==> config.mk <==
export PLATFORM = sky130hd
export DESIGN_NAME = alu_exec_unit
export DESIGN_NICKNAME = d
export VERILOG_FILES = /design/src/rtl/alu_exec_unit.sv
export SDC_FILE = /design/constraint.sdc
export NUM_CORES = 1
export LEC_CHECK = 0
export BUFFER_PORTS_ARGS = -buffer_cell sky130_fd_sc_hd__buf_2
export CORE_MARGIN = 1.5
export CORE_UTILIZATION = 30
export DETAILED_ROUTE_END_ITERATION = 8
export PLACE_DENSITY = 0.45
export SLEW_MARGIN = 20
export SYNTH_ARGS = -nofsm -noshare
export SYNTH_HDL_FRONTEND = slang
export SYNTH_SLANG_ARGS = --single-unit
==> constraint.sdc <==
create_clock -name clk -period 4.45 [get_ports clk]
set_clock_uncertainty 0.2 [all_clocks]
set_input_delay 0.2225 -clock clk [delete_from_list [all_inputs] [get_ports clk]]
set_output_delay 0.2225 -clock clk [all_outputs]
set_load 0.02 [all_outputs]
==> src/rtl/alu_exec_unit.sv <==
// EX-stage execution unit: single-cycle ALU ops and compares, iterative shifts,
// with a registered valid/ready output slot.
module alu_exec_unit #(
  parameter int unsigned DATA_WIDTH = 32,
  parameter int unsigned SHIFT_STEP = 4
) (
  input  logic                  clk,
  input  logic                  reset,
  input  logic                  flush,
  input  logic                  in_valid,
  output logic                  in_ready,
  input  logic [3:0]            Operation,
  input  logic [DATA_WIDTH-1:0] SrcA,
  input  logic [DATA_WIDTH-1:0] SrcB,
  output logic                  out_valid,
  input  logic                  out_ready,
  output logic [DATA_WIDTH-1:0] out_result,
  output logic                  out_branch
);

  localparam int unsigned SW   = $clog2(DATA_WIDTH);
  localparam logic [SW:0] STEP = (SW+1)'(SHIFT_STEP);

  typedef enum logic [3:0] {
    OP_ADD = 4'b0000, OP_SUB = 4'b0001, OP_XOR = 4'b0010, OP_OR  = 4'b0011,
    OP_AND = 4'b0100, OP_SLT = 4'b0101, OP_SRA = 4'b0110, OP_SRL = 4'b0111,
    OP_SLL = 4'b1000, OP_NE  = 4'b1010, OP_LT  = 4'b1011, OP_GE  = 4'b1100,
    OP_EQ  = 4'b1101
  } op_e;

  typedef enum logic [1:0] {K_SRA, K_SRL, K_SLL} shift_kind_e;
  typedef enum logic {S_IDLE, S_SHIFT} state_e;

  state_e                r_state;
  shift_kind_e           r_kind;
  logic [DATA_WIDTH-1:0] r_work;
  logic [SW-1:0]         r_count;
  logic                  r_out_valid;
  logic [DATA_WIDTH-1:0] r_out_result;
  logic                  r_out_branch;

  logic [DATA_WIDTH-1:0] w_alu_result;
  logic                  w_alu_branch;
  logic                  w_is_shift;
  logic [SW-1:0]         w_shamt;
  logic                  w_accept;
  logic                  w_start_shift;
  logic [SW:0]           w_count_ext;
  logic [SW:0]           w_k;
  logic                  w_last;
  logic [DATA_WIDTH-1:0] w_work_next;
  shift_kind_e           w_kind;

  assign w_shamt       = SrcB[SW-1:0];
  assign in_ready      = (r_state == S_IDLE) && (!r_out_valid || out_ready);
  assign w_accept      = in_valid && in_ready;
  assign w_start_shift = w_is_shift && (w_shamt != '0);

  // NOTE: every signal driven here gets a default first, so no path can infer a latch.
  always_comb begin
    w_alu_result = '0;
    w_alu_branch = 1'b0;
    w_is_shift   = 1'b0;
    w_kind       = K_SRL;
    case (op_e'(Operation))
      OP_ADD: w_alu_result = SrcA + SrcB;
      OP_SUB: w_alu_result = SrcA - SrcB;
      OP_XOR: w_alu_result = SrcA ^ SrcB;
      OP_OR:  w_alu_result = SrcA | SrcB;
      OP_AND: w_alu_result = SrcA & SrcB;
      OP_SLT: w_alu_result = {{(DATA_WIDTH-1){1'b0}}, $signed(SrcA) < $signed(SrcB)};
      // Zero-amount shifts pass SrcA straight through in one cycle.
      OP_SRA: begin w_is_shift = 1'b1; w_kind = K_SRA; w_alu_result = SrcA; end
      OP_SRL: begin w_is_shift = 1'b1; w_kind = K_SRL; w_alu_result = SrcA; end
      OP_SLL: begin w_is_shift = 1'b1; w_kind = K_SLL; w_alu_result = SrcA; end
      OP_NE:  w_alu_branch = (SrcA != SrcB);
      OP_LT:  w_alu_branch = ($signed(SrcA) <  $signed(SrcB));
      OP_GE:  w_alu_branch = ($signed(SrcA) >= $signed(SrcB));
      OP_EQ:  w_alu_branch = (SrcA == SrcB);
      default: ;
    endcase
    if (w_alu_branch) w_alu_result = {{(DATA_WIDTH-1){1'b0}}, 1'b1};
  end

  assign w_count_ext = {1'b0, r_count};
  assign w_k         = (w_count_ext > STEP) ? STEP : w_count_ext;
  assign w_last      = (w_k == w_count_ext);

  // Arithmetic shift keeps replicating the MSB, which is still the original sign bit.
  always_comb begin
    case (r_kind)
      K_SRA:   w_work_next = $signed(r_work) >>> w_k;
      K_SLL:   w_work_next = r_work << w_k;
      default: w_work_next = r_work >> w_k;
    endcase
  end

  // NOTE: sequential state uses non-blocking assignments so every register samples pre-edge values.
  always_ff @(posedge clk or posedge reset) begin
    if (reset) begin
      r_state      <= S_IDLE;
      r_kind       <= K_SRL;
      r_work       <= '0;
      r_count      <= '0;
      r_out_valid  <= 1'b0;
      r_out_result <= '0;
      r_out_branch <= 1'b0;
    end else if (flush) begin
      r_state     <= S_IDLE;
      r_count     <= '0;
      r_out_valid <= 1'b0;
    end else begin
      if (r_out_valid && out_ready) begin
        r_out_valid  <= 1'b0;
        r_out_result <= '0;
        r_out_branch <= 1'b0;
      end
      case (r_state)
        S_IDLE: begin
          if (w_accept) begin
            if (w_start_shift) begin
              r_state <= S_SHIFT;
              r_work  <= SrcA;
              r_count <= w_shamt;
              r_kind  <= w_kind;
            end else begin
              r_out_valid  <= 1'b1;
              r_out_result <= w_alu_result;
              r_out_branch <= w_alu_branch;
            end
          end
        end
        S_SHIFT: begin
          r_work  <= w_work_next;
          r_count <= r_count - w_k[SW-1:0];
          if (w_last) begin
            r_state      <= S_IDLE;
            r_out_valid  <= 1'b1;
            r_out_result <= w_work_next;
            r_out_branch <= 1'b0;
          end
        end
        default: r_state <= S_IDLE;
      endcase
    end
  end

  assign out_valid  = r_out_valid;
  assign out_result = r_out_result;
  assign out_branch = r_out_branch;

endmodule
==> metrics.md, run 1 <==
| Metric | Value |
|---|---|
| Fin Setup TNS | 0 ns |
| Critical Path Max Stage Delay | 0.68 ns |
| Vias in the first global route | between 10000 and 15000 |
| FF+latch count, synth | 74 |
| Skew-Pair Late Insertion Delay | 0.35 ns |
| DR pass1 iterations | 6 |
| Worst VDD drop | approximately 200 µV |
| Worst-path clk slew | approximately 0.070 ns |
| Gate Count Post-Synth | about 1500 |
| HP Class | input port to register |
| Slew @ Worst Pin | slightly below 1 ns |
| First DRT Iteration DRCs | 1390 |
| Period minus WS final | 3.77 ns |
| Deepest clock path buffer count | 2 |
| Total CTS buffers | 9 |
| Row cnt | 71 |
| Post-CTS Setup Bufs | 0 |
| Sequential area share after synthesis | ~16% |
| Yosys top cell by area | dfrtp_1 |
| Leak Pwr | 5.64 nW |
| Port buffer count | 107 |
| Syn nets | approximately 1700 |
| Antenna cells | 0 |
| CP Launch Type | input port |
| Total GRT Usage | roughly 26% |
| CP Max Fanout | 10 |
| CTS root buffer | clkbuf_16 |
| Synth top area share | 15.8% |
| Grt ovf | 0 |
| Placer Congestion | around 0.93 |
| Number of synthesized flops with an enable pin | 0 |
| # setup viols final | 0 |
| Nets | approximately 1800 |
| Pins Over Slew Limit | 0 |
| Worst path arrival time | 3.77 ns |
| WL/cell | 24.9 µm |
| Initial antenna violation count | 1 |
| Outcome | finished clean |
| Crit-path leading delay family | compound AO/OA/AOI/OAI gates |
| Synth-to-layout area growth | 11.8% |
| DR vias | 12700 |
| Die X | 200 µm |
| Critical Path, Cell by Cell | buf_2 -> inv_1 -> ha_1 -> inv_1 -> a21oi_1 -> o2111ai_1 -> nor4_1 -> o31a_1 -> o31a_1 -> o21ai_0 -> o311ai_0 -> o211ai_1 |
| IO Pins | around 110 |
| Share of layout cells above drive strength 1 | 15.8% |
| Initial core utilization | 30.6% |
| Setup CP Type | input port to register |
| First-pass GRT wire length | 77900 µm |
| Drt drc | 0 |
| Final period utilization | 84.7% |
| Top-count cell post-synth | a21oi_1 |
| Total power | 0.00408 W |
| Clock Sinks | 74 |
| WP buf/inv | 3 |
| RSZ-0062 raised after global routing | false |
| Fin. Hold Viols | 0 |
| Final ANT Viol Nets | 0 |
| Post-cts sizing count | 0 |
| Syn_area_per_cell | ~7.6 µm² |
| Max-cap check violation count | 0 |
| Setup crit end kind | register |
| Data required, critical path | ~4.5 ns |
| Die height | 200 µm |
| Top cells by area, synth | dfrtp_1 (16%), ha_1 (12%), mux4_2 (7.2%), a21oi_1 (7.1%), nor2_1 (5.0%) |
| Most common library cells after synthesis | a21oi_1 (164), nor2_1 (154), nand2_1 (134) |
| CTS Hold Buffers Added | 1 |
| Max_slew headroom | 34.4% |
| Power Density | 315 nW/µm² |
| Vias per std cell | 6.08 |
| Largest net degree at the start of global routing | 56 |
| Library cells used by synthesis | 83 |
| Ys async rst share | 100% |
| Routed WL | 52100 µm |
| CTS H-tree depth | 3 |
| Core area | around 38000 µm² |
| DP Wirelength | around 40000 µm |
| CTS tree | done |
| Synth Cell Area | about 12000 µm² |
| Fmax | 0.265 GHz |
| Main flop type after synthesis | dfrtp_1 |
| Synth Warn # | 0 |
| DIE AREA | approximately 40000 µm² |
| Slowest CP cell | nor4_1 |
==> state kept, by name (all words and copies together), names as in the netlist <==
signal,count
out_valid,1
out_result,32
r_work,32
r_kind,2
r_count,5
out_branch,1
r_state,1
==> cells in the final DEF (no fill, tap or decap), drive strengths merged, types with 16 or more instances in the layout <==
cell    Yosys  final
a21oi     164    164
buf        46    163
nor2      155    155
nand2     134    134
ha        115    115
inv       104    104
o21ai      80     80
dfrtp      73     73
mux4       40     40
mux2i      37     37
nor3       33     33
a22oi      31     31
o22ai      29     29
a21o       25     25
a31oi      25     25
a221oi     25     25
nand3      24     24
a211oi     24     24
o31ai      20     20
a221o      19     19
nor2b      18     18
o211ai     18     18
xnor2      16     16
==> metal layers <==
layer / GRT usage, % / share of wire (%) / vias to the layer above / wire length (µm)
met1: 37.8 / 46 / 6333 / 24100
met5: 0 / 0.017 / - / 9
met3: 3.34 / 7.3 / 41 / 3780
li1: - / - / 5787 / -
met4: 5.21 / 1.5 / 2 / 758
met2: 40.8 / 45 / 545 / 23400
==> final timing paths <==
| path | start | to | slack (ns) | cells after the start |
|---|---|---|---|---|
| hold reg to reg | out_result[8]$_DFFE_PP0N_ | out_result[8]$_DFFE_PP0N_ | 0.38 | 1 |
| setup / recovery | SrcA[18] | out_result[25]$_DFFE_PP0N_ | 0.68 | 12 |
| hold / removal | SrcB[0] | r_count[0]$_DFFE_PP0P_ | 0.02 | 3 |
| setup reg to reg | r_count[2]$_DFFE_PP0P_ | out_result[26]$_DFFE_PP0N_ | 0.88 | 6 |
| max in group asynchronous | reset | r_work[26]$_DFFE_PP0P_ | 2.75 | 4 |
| min in group asynchronous | reset | r_count[3]$_DFFE_PP0P_ | 0.21 | 3 |
==> worst min-delay path: cells and delay by family <==
| kind | cells | cell delay [ns] |
|---|---|---|
| buffers and inverters | 1 | 0.15 |
| AO/OA/AOI/OAI | 1 | 0.08 |
| AND/OR/NAND/NOR | 1 | 0.08 |
==> layout make-up <==
cell class,instances,area [µm²]
Fill cell,4197,24900
Sequential cell,74,1850
Inverter,105,395
Clock inverter,6,90.1
Timing Repair Buffer,164,966
Multi-Input combinational cell,1220,8790
Tap cell,511,639
Clock buffer,10,229
==> where the power goes <==
| part | leakage, nW | internal [W] | switching, W |
|---|---|---|---|
| clock network | 0.153 | 0.000494 | 0.000320 |
| logic | 4.56 | 0.000846 | 0.00120 |
| registers | 0.931 | 0.000828 | 0.000401 |
| total | 5.64 | 0.00217 | 0.00192 |
==> kinds of logic (layout without fill, tap and decap cells) <==
| logic type | Yosys count | count (layout) | synth area share [%] |
|---|---|---|---|
| buffers and inverters | 237 | 285 | 8.32 |
| adders and majority gates | 117 | 117 | 12.8 |
| muxes | 85 | 85 | 11.8 |
| and+or+nand+nor | 434 | 434 | 16.9 |
| DFF | 74 | 74 | 16.0 |
| other | 2 | 2 | 0.0648 |
| xor gates and xnor gates | 17 | 17 | 1.28 |
| AOI/OAI and AO/OA | 565 | 565 | 32.9 |
==> per-stage QoR <==
stage	hold slack, ns	util, %	area, µm²	worst slack [ns]	cells
4_1_cts	0.00709	34.3	13000	0.846	2090
2_1_floorplan	0.170	-	11600	1.46	1531
5_1_grt	0.0481	34.3	13000	0.444	2090
6_report	0.0215	34.3	13000	0.683	2090
3_3_place_gp	0.0365	33.4	12600	0.496	2073
3_5_place_dp	0.0393	33.4	12600	0.496	2073
No activity file was read; power rests on OpenSTA's default activity.
==> run 2, diff against run 1 <==
--- a/config.mk
+++ b/config.mk
@@ -9,7 +9,7 @@
 export CORE_MARGIN = 1.5
 export CORE_UTILIZATION = 30
 export DETAILED_ROUTE_END_ITERATION = 8
-export PLACE_DENSITY = 0.45
+export PLACE_DENSITY = 0.47
 export SLEW_MARGIN = 20
 export SYNTH_ARGS = -nofsm -noshare
 export SYNTH_HDL_FRONTEND = slang
==> constraint.sdc (replaced) <==
create_clock -name clk -period 3.07 [get_ports clk]
set_clock_uncertainty 0.2 [all_clocks]
set_input_delay 0.1535 -clock clk [delete_from_list [all_inputs] [get_ports clk]]
set_output_delay 0.1535 -clock clk [all_outputs]
set_load 0.02 [all_outputs]
==> run 2 against run 1 <==
Compared with the run above:
- via count rose by 6.4%
- register-to-register slack lost 0.79 ns
- routed wire length grew 4.9%
- flip-flop and latch count is the same
- largest power group unchanged
==> metrics.md, run 2 (synthesis results as in run 1) <==
| Metric | Value |
|---|---|
| First DRT Iteration DRCs | 1363 (-1.9%) |
| CP Max Fanout | 4 (-6) |
| Setup crit end kind | register |
| Initial core utilization | 30.6% (unchanged) |
| Slew @ Worst Pin | 0.804 ns (-0.176 ns) |
| RSZ-0062 raised after global routing | true |
| Critical path's most frequent cell | nor2_1 |
| Vias per std cell | 5.82 (-4.3%) |
| Most frequent cells in the layout | buf_4 (280), a21oi_1 (161), nor2_1 (151) |
| Row cnt | 71 (unchanged) |
| CTS root buffer | clkbuf_16 |
| Clock Sinks | 74 (unchanged) |
| Max_slew headroom | 46.4% (+12 points) |
| Die X | 200 µm (unchanged) |
| Utilization after layout | 39.3% (+5.0 points) |
| Total GRT Usage | 27.2% (+1.2 points) |
| Leak Pwr | 6.77 nW (+20%) |
| CTS H-tree depth | 3 (unchanged) |
| Fin. Hold Viols | 0 (unchanged) |
| Initial antenna violation count | 4 (+3) |
| Port buffer count | 107 (unchanged) |
| Period minus WS final | a little under 3 ns |
| Worst-path clk slew | 0.06 ns (about the same) |
| Final period utilization | a little under 100% |
| Non-Filler Instances | 2323 (+11%) |
| DR pass1 iterations | 7 (+1) |
| Pins Over Slew Limit | 0 (unchanged) |
| Hold Slack | 0.0244 ns (+0.00287 ns) |
| WP buf/inv | 2 (-1) |
| Max-cap check violation count | 0 (unchanged) |
| Cell total after placement | 2301 (+11%) |
| CTS tree | done |
| Flop-to-flop setup slack | 0.09 ns (-0.79 ns) |
| Vias in the first global route | 12700 (+8.4%) |
| Skew-Pair Late Insertion Delay | 0.34 ns (about the same) |
| Critical Path Max Stage Delay | 0.59 ns (-0.09 ns) |
| HP Class | input port to register |
| Setup CP Type | register to register |
| Total power | 0.00618 W (+51%) |
| DR vias | 13500 (+6.4%) |
| Fmax | 0.336 GHz |
| WL/cell | 23.5 µm (-5.6%) |
| Power Density | 416 nW/µm² (+32%) |
| Placer Congestion | 0.951 (+2.4%) |
| Die height | 200 µm (unchanged) |
| # setup viols final | 0 (unchanged) |
| Drt drc | 0 (unchanged) |
| Grt ovf | 0 (unchanged) |
| Core area | 37800 µm² (unchanged) |
| First-pass GRT wire length | 81700 µm (+4.9%) |
| Share of layout cells above drive strength 1 | 27.7% (+12 points) |
| IO Pins | 108 (unchanged) |
| Worst path arrival time | 3.00 ns (-0.77 ns) |
| Fin Setup TNS | 0 ns (unchanged) |
| Crit-path leading delay family | multiplexers |
| Outcome | finished clean |
| Fillers | 4073 (-3.0%) |
| Total CTS buffers | 9 (unchanged) |
| Routed WL | 54600 µm (+4.9%) |
| Critical Path, Cell by Cell | nor4b_4 -> buf_6 -> mux4_1 -> mux4_2 -> inv_2 -> nor2_1 -> a31oi_1 -> nor2_1 -> o32a_1 |
| Largest net degree at the start of global routing | 42 (-25%) |
| Commonest non-fill, non-tap cell in the layout | buf_4 |
| Deepest clock path buffer count | 2 (unchanged) |
| Data required, critical path | 3.09 ns (-1.37 ns) |
| DP Wirelength | 43300 µm (+7.5%) |
| Synth-to-layout area growth | 28.2% |
| CP Launch Type | register |
| Nets | 1996 (+13%) |
| Slowest CP cell | mux4_1 |
| DIE AREA | 39800 µm² (unchanged) |
| Worst VDD drop | 218 µV (+6.7%) |
| Final ANT Viol Nets | 0 (unchanged) |
-- run 2: cell types whose count changed in the layout (fill, tap and decap cells not counted), moves of 3 or more --
cell | before | now
a211oi_1 | 24 | 21
a211oi_2 | 0 | 3
a21oi_1 | 164 | 161
a21oi_2 | 0 | 3
buf_12 | 0 | 5
buf_4 | 56 | 280
clkinvlp_4 | 1 | 4
-- run 2: path summary, 6_finish.rpt --
kind                       depth (start not counted)                    endpoint              startpoint
setup reg to reg                                   9  out_result[18]$_DFFE_PP0N_  r_count[2]$_DFFE_PP0P_
min in group asynchronous                          3      r_count[1]$_DFFE_PP0P_                   reset
setup / recovery                                   9  out_result[18]$_DFFE_PP0N_  r_count[2]$_DFFE_PP0P_
hold / removal                                     4      r_count[0]$_DFFE_PP0P_                 SrcB[0]
hold reg to reg                                    2      out_branch$_DFFE_PP0N_  out_branch$_DFFE_PP0N_
max in group asynchronous                          4      r_work[10]$_DFFE_PP0P_                   reset
-- run 2: area by class of cell --
type,instances,area (µm²),share of cell area [%]
Multi-Input combinational cell,1220,8930,60.0
Timing Repair Buffer,396,2780,18.7
Sequential cell,74,1860,12.5
Tap cell,511,639,4.30
Inverter,105,395,2.66
Clock buffer,10,229,1.54
Clock inverter,6,43.8,0.294
Antenna cell,1,2.50,0.0168
-- run 2: stage by stage --
| stage | cell area [µm²] | worst slack, ns |
|---|---|---|
| after floorplan | 11600 | 0.148 |
| after global placement | 14400 | -0.398 |
| after detailed placement | 14400 | -0.436 |
| after CTS | 14700 | 0.0102 |
| after global routing | 14900 | -0.00613 |
| final | 14900 | 0.0932 |
-- run 2: layer usage --
layer	part of all wire, %	vias to the layer above	GRT usage (%)
li1	-	6252	-
met1	47	6663	40.2
met2	43	534	40.8
met3	7.5	65	4.08
met4	2.4	6	7.05
met5	0.062	-	0
-- run 2: what timing repair did --
item	in CTS	in global routing
buffers inserted	0	2
setup endpoints to repair	7	23
pin swaps	0	3
gates resized for setup	3	26
hold endpoints to repair	40	0
hold buffers	3	0
-- run 2: worst reg2reg max path, cell delays in order, from the launching register on --
cell	delay, ns
dfrtp_2	0.44
nor4b_4	0.29
buf_6	0.18
mux4_1	0.60
mux4_2	0.57
inv_2	0.07
nor2_1	0.03
a31oi_1	0.14
nor2_1	0.05
o32a_1	0.29
-- run 2: power breakdown --
part	switching, W	internal [W]	total (W)
logic	0.00191	0.00155	0.00346
registers	0.000522	0.00120	0.00172
clock network	0.000449	0.000548	0.000997
==> run 3, diff against run 2 <==
--- a/config.mk
+++ b/config.mk
@@ -7,9 +7,9 @@
 export LEC_CHECK = 0
 export BUFFER_PORTS_ARGS = -buffer_cell sky130_fd_sc_hd__buf_2
 export CORE_MARGIN = 1.5
-export CORE_UTILIZATION = 30
+export CORE_UTILIZATION = 50
 export DETAILED_ROUTE_END_ITERATION = 8
-export PLACE_DENSITY = 0.47
+export PLACE_DENSITY = 0.71
 export SLEW_MARGIN = 20
 export SYNTH_ARGS = -nofsm -noshare
 export SYNTH_HDL_FRONTEND = slang
==> run 3 against run 2 <==
Compared with the run above:
- routed wire length is 8.6% lower
- register-to-register slack about the same
- design area fell by 2.4%
- critical endpoint is now out_result[22]$_DFFE_PP0N_
- largest power group unchanged
- cell count fell by 10%
- non-clock buffer count fell by 13
==> metrics.md, run 3 (synthesis results as in run 1) <==
| Metric | Value |
|---|---|
| Outcome | finished clean |
| Antenna cells | 0 (-1) |
| Core area | 22700 µm² (-40%) |
| Vias in the first global route | 12900 (+1.4%) |
| Die X | 155 µm (-22%) |
| Period minus WS final | 3.01 ns (+0.0360 ns) |
| Slew @ Worst Pin | 0.967 ns (+0.163 ns) |
| Drt drc | 0 (unchanged) |
| Final ANT Viol Nets | 0 (unchanged) |
| Most frequent cells in the layout | buf_4 (267), a21oi_1 (163), nor2_1 (151) |
| Vias per std cell | 6.64 (+14%) |
| Final period utilization | 98.1% (+1.2 points) |
| DR pass1 iterations | 9 (+2) |
| Share of layout cells above drive strength 1 | 27.1% (-0.63 points) |
| # setup viols final | 0 (unchanged) |
| Initial core utilization | 51.1% (+20 points) |
| Deepest clock path buffer count | 2 (unchanged) |
| Setup slack at placement | -0.357 ns (+0.0789 ns) |
| Cell total after placement | 2061 (-10%) |
| Total CTS buffers | 9 (unchanged) |
| Hold_sp | flush |
| Max_slew headroom | 35.3% (-11 points) |
| Power Density | 437 nW/µm² (+5.1%) |
| Worst Setup SP | SrcA[0] |
| CTS H-tree depth | 3 (unchanged) |
| Data required, critical path | 3.09 ns (about the same) |
| Synth-to-layout area growth | 25.2% |
| WL/cell | 24.0 µm (+2.0%) |
| R2r startpoint | r_count[2]$_DFFE_PP0P_ |
| Non-Filler Instances | 2083 (-10%) |
| First-pass GRT wire length | 76000 µm (-7.0%) |
| CTS tree | done |
| Placer Congestion | 0.999 (+5.0%) |
| Commonest non-fill, non-tap cell in the layout | buf_4 |
| Leak Pwr | 6.75 nW (-0.27%) |
| Total power | 0.00634 W (+2.6%) |
| Clock Sinks | 74 (unchanged) |
| Fin. Hold Viols | 0 (unchanged) |
| CTS root buffer | clkbuf_16 |
| Port buffer count | 107 (unchanged) |
| Total GRT Usage | 40.8% (+14 points) |
| Pins Over Slew Limit | 0 (unchanged) |
| First DRT Iteration DRCs | 1722 (+26%) |
| Largest net degree at the start of global routing | 66 (+57%) |
| CP Launch Type | input port |
| DIE AREA | 24100 µm² (-39%) |
| Setup CP Type | input port to register |
| Nets | 1983 (-0.65%) |
| CP Max Fanout | 3 (-1) |
| DR vias | 13800 (+2.3%) |
| IO Pins | 108 (unchanged) |
| Worst-path clk slew | 0.06 ns (about the same) |
| Row cnt | 55 (-23%) |
| Routed WL | 49900 µm (-8.6%) |
| Setup slack after layout | 0.0573 ns (-0.0360 ns) |
| Skew-Pair Late Insertion Delay | 0.34 ns (about the same) |
| Setup crit end kind | register |
| Max-cap check violation count | 0 (unchanged) |
| Die height | 155 µm (-22%) |
| Grt ovf | 0 (unchanged) |
| Fmax | 0.332 GHz (-1.2%) |
| HP Class | input port to register |
| Worst VDD drop | 283 µV (+30%) |
| DP Wirelength | 39400 µm (-8.9%) |
| Worst path arrival time | 3.04 ns (+0.04 ns) |
| Initial antenna violation count | 1 (-3) |
run 3: cell types whose count changed in the layout (fill, tap and decap cells not counted), moves of 2 or more:
cell / previous run / this run
buf_4: 280 / 267
a21oi_2: 3 / 1
a21oi_1: 161 / 163
clkinvlp_4: 4 / 1
buf_6: 1 / 3
mux2i_1: 35 / 37
dlygate4sd3_1: 3 / 1
bufinv_16: 0 / 3
run 3: layer usage:
metal,part of all wire [%],vias up,global-route usage (%)
li1,-,6220,-
met1,41,6562,58.6
met2,43,932,62.2
met3,12,112,7.16
met4,3.4,2,12.9
met5,0.032,-,0
run 3: layout make-up:
| cell class | instances | area [µm²] |
|---|---|---|
| clock buffer | 10 | 229 |
| clock inverter | 6 | 115 |
| fill | 2050 | 8190 |
| inverter | 105 | 395 |
| multi-input combinational | 1220 | 8890 |
| sequential | 74 | 1860 |
| tap | 285 | 357 |
| timing repair buffer | 383 | 2680 |
run 3: power breakdown:
group,internal (W),total [W],switching (W)
logic,0.00152,0.00341,0.00188
clock network,0.000797,0.00123,0.000438
registers,0.00120,0.00170,0.000499
run 3: path summary, 6_finish.rpt:
path                            depth (start not counted)  slack (ns)                          to
worst max register to register                          9        0.09  out_result[18]$_DFFE_PP0N_
min in group asynchronous                               3        0.13       r_work[8]$_DFFE_PP0P_
worst max-delay path                                   12        0.06  out_result[22]$_DFFE_PP0N_
max in group asynchronous                               4        1.78       r_kind[0]$_DFFE_PP1P_
worst min register to register                          2        0.35   out_result[0]$_DFFE_PP0N_
worst min-delay path                                    2       0.004           r_state$_DFF_PP0_
run 3: through the flow:
| step | area [µm²] | hold slack, ns | utilization [%] | TNS [ns] |
|---|---|---|---|---|
| 4_1_cts | 14400 | 0.00134 | 63.3 | 0 |
| 3_3_place_gp | 14000 | -0.0474 | 61.7 | -3.06 |
| 3_5_place_dp | 14000 | -0.0468 | 61.7 | -4.13 |
| 6_report | 14500 | 0.00442 | 63.9 | 0 |
| 5_1_grt | 14500 | 0.0287 | 63.9 | -0.0264 |
| 2_1_floorplan | 11600 | 0.101 | - | 0 |
run 3: worst max-delay path, stage by stage:
cell and delay [ns]:
buf_2 0.12, ha_2 0.20, fa_2 0.40, a21o_1 0.20, a221o_1 0.42, a221oi_2 0.40
nor2_2 0.10, a31o_2 0.26, a221o_1 0.33, o21ai_2 0.07, a211oi_1 0.10, a221o_1 0.29
run 3: what timing repair did:
action	CTS	global route
setup endpoints to repair	11	23
pin swaps	1	9
buffers inserted	1	4
endpoints found under the hold margin	20	0
hold buffers	1	0
resized for setup	1	27
